**src/rtl/scope_fb_arbiter.sv**
```systemverilog
// scope_fb_arbiter: shares one single-port pixel RAM between scanout, draw and a full-frame clear engine
module scope_fb_arbiter #(
    parameter int H_SIZE = 640,
    parameter int V_SIZE = 480,
    parameter int ADDR_W = 19,
    parameter int DATA_W = 8,
    parameter logic [DATA_W-1:0] CLEAR_COLOUR = '0
) (
    input  logic              clock,
    input  logic              reset,
    input  logic              scan_req,
    input  logic [ADDR_W-1:0] scan_addr,
    output logic              scan_valid,
    output logic [DATA_W-1:0] scan_data,
    input  logic              wr_valid,
    output logic              wr_ready,
    input  logic [ADDR_W-1:0] wr_addr,
    input  logic [DATA_W-1:0] wr_data,
    input  logic              clr_start,
    output logic              clr_busy,
    output logic              clr_done,
    output logic              err_oob,
    output logic [15:0]       stall_cnt,
    output logic [ADDR_W-1:0] mem_addr,
    output logic              mem_we,
    output logic [DATA_W-1:0] mem_wdata,
    input  logic [DATA_W-1:0] mem_rdata
);
    localparam int TOTAL = H_SIZE * V_SIZE;
    localparam logic [ADDR_W:0] TOTAL_W = (ADDR_W+1)'(TOTAL);
    localparam logic [ADDR_W-1:0] LAST = ADDR_W'(TOTAL - 1);
    localparam logic [0:0] IDLE = 1'b0;
    localparam logic [0:0] CLEAR = 1'b1;

    logic [0:0]        state;
    logic [ADDR_W-1:0] clr_addr;
    logic [ADDR_W-1:0] addr_q;
    logic [DATA_W-1:0] wdata_q;
    logic [DATA_W-1:0] rdata_q;
    logic              scan_g;
    logic              clr_g;
    logic              draw_g;
    logic              oob;

    // grant selection: scanout first, then clear, then draw; the RAM port holds its last address when idle
    always_comb begin
        scan_g    = !reset && scan_req;
        wr_ready  = !reset && state == IDLE && !scan_req;
        draw_g    = wr_ready && wr_valid;
        clr_g     = !reset && state == CLEAR && !scan_req;
        oob       = {1'b0, wr_addr} >= TOTAL_W;
        clr_done  = clr_g && clr_addr == LAST;
        clr_busy  = state == CLEAR;
        mem_we    = clr_g || (draw_g && !oob);
        mem_addr  = reset ? '0 : scan_g ? scan_addr : clr_g ? clr_addr : draw_g ? wr_addr : addr_q;
        mem_wdata = reset ? '0 : clr_g ? CLEAR_COLOUR : draw_g ? wr_data : wdata_q;
        scan_data = scan_valid ? mem_rdata : rdata_q;
    end

    // held RAM port values, scan return path, sticky error and stall counter
    always_ff @(posedge clock) begin
        if (reset) begin
            addr_q     <= '0;
            wdata_q    <= '0;
            rdata_q    <= '0;
            scan_valid <= 1'b0;
            err_oob    <= 1'b0;
            stall_cnt  <= '0;
        end else begin
            addr_q     <= mem_addr;
            wdata_q    <= mem_wdata;
            scan_valid <= scan_g;
            if (scan_valid) rdata_q <= mem_rdata;
            if (draw_g && oob) err_oob <= 1'b1;
            if (wr_valid && !wr_ready && stall_cnt != 16'hFFFF) stall_cnt <= stall_cnt + 16'd1;
        end
    end

    // clear engine: walks clr_addr over the frame, only advancing on cycles it actually owns the RAM
    always_ff @(posedge clock) begin
        if (reset) begin
            state    <= IDLE;
            clr_addr <= '0;
        end else if (state == IDLE) begin
            if (clr_start) begin
                state    <= CLEAR;
                clr_addr <= '0;
            end
        end else if (clr_g) begin
            clr_addr <= clr_addr + 1'b1;
            if (clr_done) state <= IDLE;
        end
    end
endmodule

```
**config.mk**
```make
export PLATFORM = sky130hd
export DESIGN_NAME = scope_fb_arbiter
export DESIGN_NICKNAME = d
export VERILOG_FILES = /design/src/rtl/scope_fb_arbiter.sv
export SDC_FILE = /design/constraint.sdc
export NUM_CORES = 1
export LEC_CHECK = 0
export CORE_ASPECT_RATIO = 2
export CORE_MARGIN = 8
export CORE_UTILIZATION = 40
export CTS_CLUSTER_SIZE = 8
export DETAILED_ROUTE_END_ITERATION = 10
export PLACE_DENSITY = 0.79
export SYNTH_ARGS = -nofsm -noshare
export SYNTH_HDL_FRONTEND = slang
export SYNTH_SLANG_ARGS = --single-unit
```
**constraint.sdc**
```tcl
create_clock -name clock -period 2.7 [get_ports clock]
set_input_delay 0.27 -clock clock [delete_from_list [all_inputs] [get_ports clock]]
set_output_delay 0.27 -clock clock [all_outputs]
set_load 0.05 [all_outputs]
```
==> impl_metrics.toml, run 1 <==
[sta]
period_needed_ps = 2556
post-route-period-util_pct = 94.67
rsz0062_at_grt = "false"
tightest_slew_ps = 577.4
tns_ps = 0
finalMaxSlewViolations = 0
setup_violations = 0
slew_headroom_pct = 61.47
max_freq_mhz = 391.2
final.setup_skew_ps = 6.639
worst_slack_ps = 143.8
hold_viol = 0

[synthesis]
netlist_area_um2 = 3804
synth_compound_area_share_pct = 23.12
synth_seq_cells = 73
synthCells = 419
ys_seq_area_share_pct = 38.42
synthXorXnorAreaFrac_pct = 1.612
syn-num-nets = 480
synth-async-reset-ratio_pct = 0
yosys_warnings = 0
muxShareOfSynthArea_pct = 12.07
synthFlopType = "dfxtp_1"
synth_adder_area_share_pct = 0.6579
synth_top_family_by_area = "compound AO/OA/AOI/OAI gates"
synth_edf_count = 0
avgSynthCellArea_um2 = 9.078
synth_simple_gate_area_share_pct = 19.61
ys_types = 48

[floorplan]
rows = 50
die-area_um2 = 13080
io_pins = 116
coreArea_um2 = 9321
initial_core_util_pct = 40.81
die_w_um = 84.96
die_h_um = 153.9

[power_and_ir_drop]
power_density_nw_per_um2 = 552.1
peakVddDrop_mv = 0.4706
p_leak_nw = 2.109

[layout]
layout_commonest_cell = "clkdlybuf4s50_1"
nets = 587
final_area_um2 = 5568
num-fill-cells = 779
drive_gt1_share_pct = 19.25
n_antenna_cell = 0
area_growth_pct = 46.38
layout_common_cells = "clkdlybuf4s50_1 (84), dfxtp_1 (73), mux2_2 (35)"

[grt]
gr-usage-met1_pct = 17.41
grtUsageTotal_pct = 18.02
grtUsageMet3_pct = 3.844
use_met2_pct = 33.73
antenna_found_initial = 0
grt_max_degree = 40
grt_pass1_wl_um = 18830
busiest_layer = "met2"
first_global_vias = 3866
overflow = 0

[outcome]
status = "completed"

[worst_setup_path]
critPathArrivalTime_ps = 2290
crit_fanout = 17
crit_path_start_kind = "primary input"
path_depth = 7
crit_path_max_incr_delay_ps = 480
critPathKind = "primary input to primary output"
critPathSlowestCell = "clkdlybuf4s50_1"
worstPathRequired_ps = 2430
path_cells = "clkdlybuf4s50_1 -> or3b_1 -> buf_12 -> mux2_1 -> mux2_2 -> a22o_1 -> buf_4"
rr_worst_depth = 4
path_buf_inv = 3
critPathTopFamily = "buffers and inverters"
endpoint_kind = "primary output"

[flow_run]
maxCapViolations = 0

[clock_tree]
cts_resized = 0
holdBufCountCts = 0
cts_setup_buffers = 0
numClockSinks = 73
cts_tree = "done"
cts_root_buffer = "clkbuf_16"
cts-htree-levels = 3
clk_path_buf_depth = 2
clk_latency_ps = 340
cts_buffers = 9
clk_pin_slew_ps = 50

[route]
drt_iter0_drc = 106
vias = 3721
drt-total-wl_um = 11650
wire_per_inst_um = 18.37
dr.pass1.iters = 4
drtAntennaViolNets = 0
vias_per_cell = 5.869
drc = 0

[place]
hpwl_um = 8829
finalWeightedCongestion = 0.8611
dpl_cell_area_um2 = 5225
io_buffer_count = 115
place_ws_ps = 152.6

[hold_path]
hold_class = "flip-flop to flip-flop"
hold_path_depth = 2
==> cell usage after synthesis, types with 3 or more instances <==
cell type / instances / area, µm²
o31ai_1: 8 / 60.06
a32o_1: 6 / 60.06
nand2_1: 15 / 56.30
or3_1: 12 / 75.07
a22o_1: 32 / 280.3
nor2b_1: 12 / 75.07
mux2_1: 4 / 45.04
a21oi_1: 30 / 150.1
mux2_2: 35 / 394.1
or4_1: 8 / 60.06
nand2b_1: 3 / 18.77
buf_2: 5 / 25.02
o21ai_0: 14 / 70.07
nand4_1: 13 / 81.33
dfxtp_1: 73 / 1461
a211oi_1: 3 / 22.52
xnor2_1: 6 / 52.55
and3_1: 8 / 50.05
nor2_1: 32 / 120.1
a2bb2oi_1: 8 / 70.07
nand3_1: 7 / 35.03
a211o_1: 6 / 52.55
clkbuf_1: 24 / 90.09
buf_1: 3 / 11.26
inv_1: 6 / 22.52
and2_1: 9 / 56.30
nor4_1: 5 / 31.28
==> report_power, final <==
part           internal [mW]  total (mW)  switching, mW
combinational          0.271       0.576          0.305
clock                  0.922        1.37          0.448
sequential              1.11        1.13         0.0158
total                   2.30        3.07          0.769
==> kinds of logic (layout without fill, tap and decap cells) <==
family	Yosys count	count (layout)
XOR/XNOR	7	7
AO/OA/AOI/OAI	121	121
multiplexers	41	41
adder cells (fa/ha/maj)	2	2
flip-flops	73	73
buffers and inverters	40	151
AND/OR/NAND/NOR	135	135
==> worst paths after layout <==
check | startpoint | endpoint | slack [ps]
worst max register to register | clr_busy | clr_addr[18] | 700
worst min-delay path | wdata_q[0] | wdata_q[0] | 500
worst max-delay path | wr_valid | mem_addr[13] | 140
worst min register to register | wdata_q[0] | wdata_q[0] | 500
==> routing by layer <==
metal  vias up  share of wire [%]
met5         -                  0
met4         0                3.8
met3        28                4.5
met2       112                 56
met1      1786                 36
li1       1795                  -
==> sequential cells by signal (all words and copies together), names as in the netlist <==
signal      cells
clr_busy        1
wdata_q         8
scan_valid      1
clr_addr       19
stall_cnt      16
err_oob         1
addr_q         19
rdata_q         8
==> metrics by stage <==
stage | std cells | hold WS (ps) | power (mW) | utilization [%]
2_1_floorplan | 419 | 395.5 | 1.479 | -
3_3_place_gp | 619 | 477.2 | 1.720 | 56.05
3_5_place_dp | 619 | 492.4 | 1.729 | 56.05
4_1_cts | 634 | 505.3 | 3.093 | 59.73
5_1_grt | 634 | 536.1 | 3.184 | 59.73
6_report | 634 | 500.8 | 3.074 | 59.73
==> layout make-up <==
class,instances,area (µm²),share of cell area (%)
clock buffer,10,239.0,4.292
timing repair buffer,130,1424,25.57
sequential,73,1461,26.25
multi-input combinational,306,2187,39.28
clock inverter,5,103.9,1.865
tap,104,130.1,2.337
inverter,6,22.52,0.4045
==> tightest hold or removal path, stage by stage (launching register included) <==
cell,delay (ps)
dfxtp_1,320
a2bb2oi_1,80
nor2_1,70
Note: power is estimated with default switching activity, not from simulation.
==> run 2, diff against run 1 <==
- GPL_TIMING_DRIVEN: not set -> 0
- PLACE_DENSITY: 0.79 -> not set
- PLACE_DENSITY_LB_ADDON: not set -> 0.25
==> run 2 against run 1 <==
Compared with the run above: clock skew about the same; core utilization shrank 2.5 points; largest power group unchanged; clock power hardly changed; hold slack lost 170 ps.
==> impl_metrics.toml, run 2 (same netlist as run 1, synthesis figures left out) <==
[outcome]
status = "completed"

[route]
drtAntennaViolNets = 0
vias = 3817
wl_met2_um = 7089
dr.pass1.iters = 4
wl_met3_um = 736
drc = 0
top_layer_used = "met4"
wl_met1_um = 4388
wire_per_inst_um = 19.25
drt_iter0_drc = 149
drt-total-wl_um = 12530
vias_per_cell = 5.863

[clock_tree]
clk_path_buf_depth = 2
cts_buffers = 9
holdBufCountCts = 0
numClockSinks = 73
clk_pin_slew_ps = 60
cts-htree-levels = 3
clk_latency_ps = 340
cts_tree = "done"
cts_root_buffer = "clkbuf_16"

[sta]
rsz0062_at_grt = "false"
finalMaxSlewViolations = 0
whs_ps = 326.0
post-route-period-util_pct = 96.66
tightest_slew_ps = 889.3
slew_headroom_pct = 40.17
max_freq_mhz = 383.2
period_needed_ps = 2610
setup_violations = 0
hold_viol = 0
final.setup_skew_ps = 6.612

[worst_setup_path]
critPathSlowestCell = "dfxtp_1"
crit_path_max_incr_delay_ps = 460
crit_fanout = 10
endpoint_kind = "primary output"
critPathArrivalTime_ps = 2340
path_cells = "clkbuf_4 -> buf_4 -> clkbuf_2 -> a2bb2oi_1 -> nor2_1 -> dlygate4sd2_1"
critPathKind = "flip-flop to primary output"
crit_path_start_kind = "flip-flop"
worstPathRequired_ps = 2430

[place]
hpwl_um = 9497
finalWeightedCongestion = 0.8904
io_buffer_count = 112

[layout]
final_core_util_pct = 57.26
area_growth_pct = 40.33
layout_commonest_cell = "clkdlybuf4s50_1"
layout_common_cells = "clkdlybuf4s50_1 (83), dfxtp_1 (73), mux2_2 (35)"
nets = 603
n_antenna_cell = 0
num-fill-cells = 875
multi_input_area_um2 = 2182
regArea_um2 = 1461
drive_gt1_share_pct = 15.17
reg.largest.list = "addr_q: 19 flops, clr_addr: 19 flops, stall_cnt: 16 flops"

[grt]
grt_pass1_wl_um = 19750
overflow = 0
grtUsageTotal_pct = 19.01
antenna_found_initial = 0
grt_max_degree = 13
first_global_vias = 3916

[power_and_ir_drop]
peakVddDrop_mv = 0.3257
p_leak_nw = 2.066
power_density_nw_per_um2 = 570.7

[floorplan]
coreArea_um2 = 9321
die-area_um2 = 13080
initial_core_util_pct = 40.81
io_pins = 116
die_w_um = 84.96
die_h_um = 153.9
rows = 50

[flow_run]
maxCapViolations = 0

[hold_path]
hold_class = "primary input to flip-flop"
[run 2: final timing paths]
path	from	to	slack (ps)	cells past startpoint
worst max-delay path	clr_busy	mem_wdata[1]	90	6
worst max register to register	stall_cnt[0]	stall_cnt[7]	330	6
worst min register to register	wdata_q[7]	wdata_q[7]	500	2
worst min-delay path	reset	stall_cnt[9]	330	3
[run 2: report_power, final]
group	switching, mW	total (mW)	internal [mW]	leakage [nW]
Clock	0.464	1.39	0.926	0.166
Combinational	0.307	0.530	0.224	1.31
Sequential	0.0138	1.13	1.11	0.595
Total	0.784	3.05	2.26	2.07
[run 2: routing by layer]
| layer | global-route usage [%] | up-vias |
|---|---|---|
| li1 | - | 1826 |
| met2 | 37.44 | 128 |
| met5 | 0 | - |
| met1 | 17.36 | 1841 |
| met4 | 8.647 | 0 |
| met3 | 4.431 | 22 |
[run 2: layout make-up]
cell class,instances,area share (%)
clock inverter,5,1.922
multi-input combinational,306,40.88
buffer,34,3.071
clock buffer,11,4.548
timing repair buffer,112,19.34
inverter,6,0.4219
tap,104,2.438
sequential,73,27.38
[run 2: through the flow]
step / cell area, µm² / cells / power [mW] / worst slack, ps / TNS [ps]
after global placement: 5066 / 635 / 1.691 / -610.4 / -10950
final: 5338 / 651 / 3.046 / 90.19 / 0
after global routing: 5338 / 651 / 3.145 / 4.840 / 0
after floorplan: 3815 / 419 / 1.479 / 253.6 / 0
after CTS: 5405 / 651 / 3.074 / 11.11 / 0
after detailed placement: 5066 / 635 / 1.699 / -624.3 / -11230
[run 2: repair_timing]
action,4_1_cts,5_1_grt
endpoints found under the setup margin,29,17
setup buffers,0,0
gates resized for setup,52,29
[run 2: critical path: cells and delay by family, from the launching register on]
| family | cells | cell delay, ps |
|---|---|---|
| buffers and inverters | 4 | 1230 |
| flip-flops | 1 | 460 |
| AO/OA/AOI/OAI | 1 | 240 |
| AND/OR/NAND/NOR | 1 | 60 |
==> run 3, diff against run 2 <==
- CTS_CLUSTER_DIAMETER: not set -> 60
- SLEW_MARGIN: not set -> 0
==> results of run 3 <==
Same layout as run 2: the final DEF is identical, and so are final timing and power.
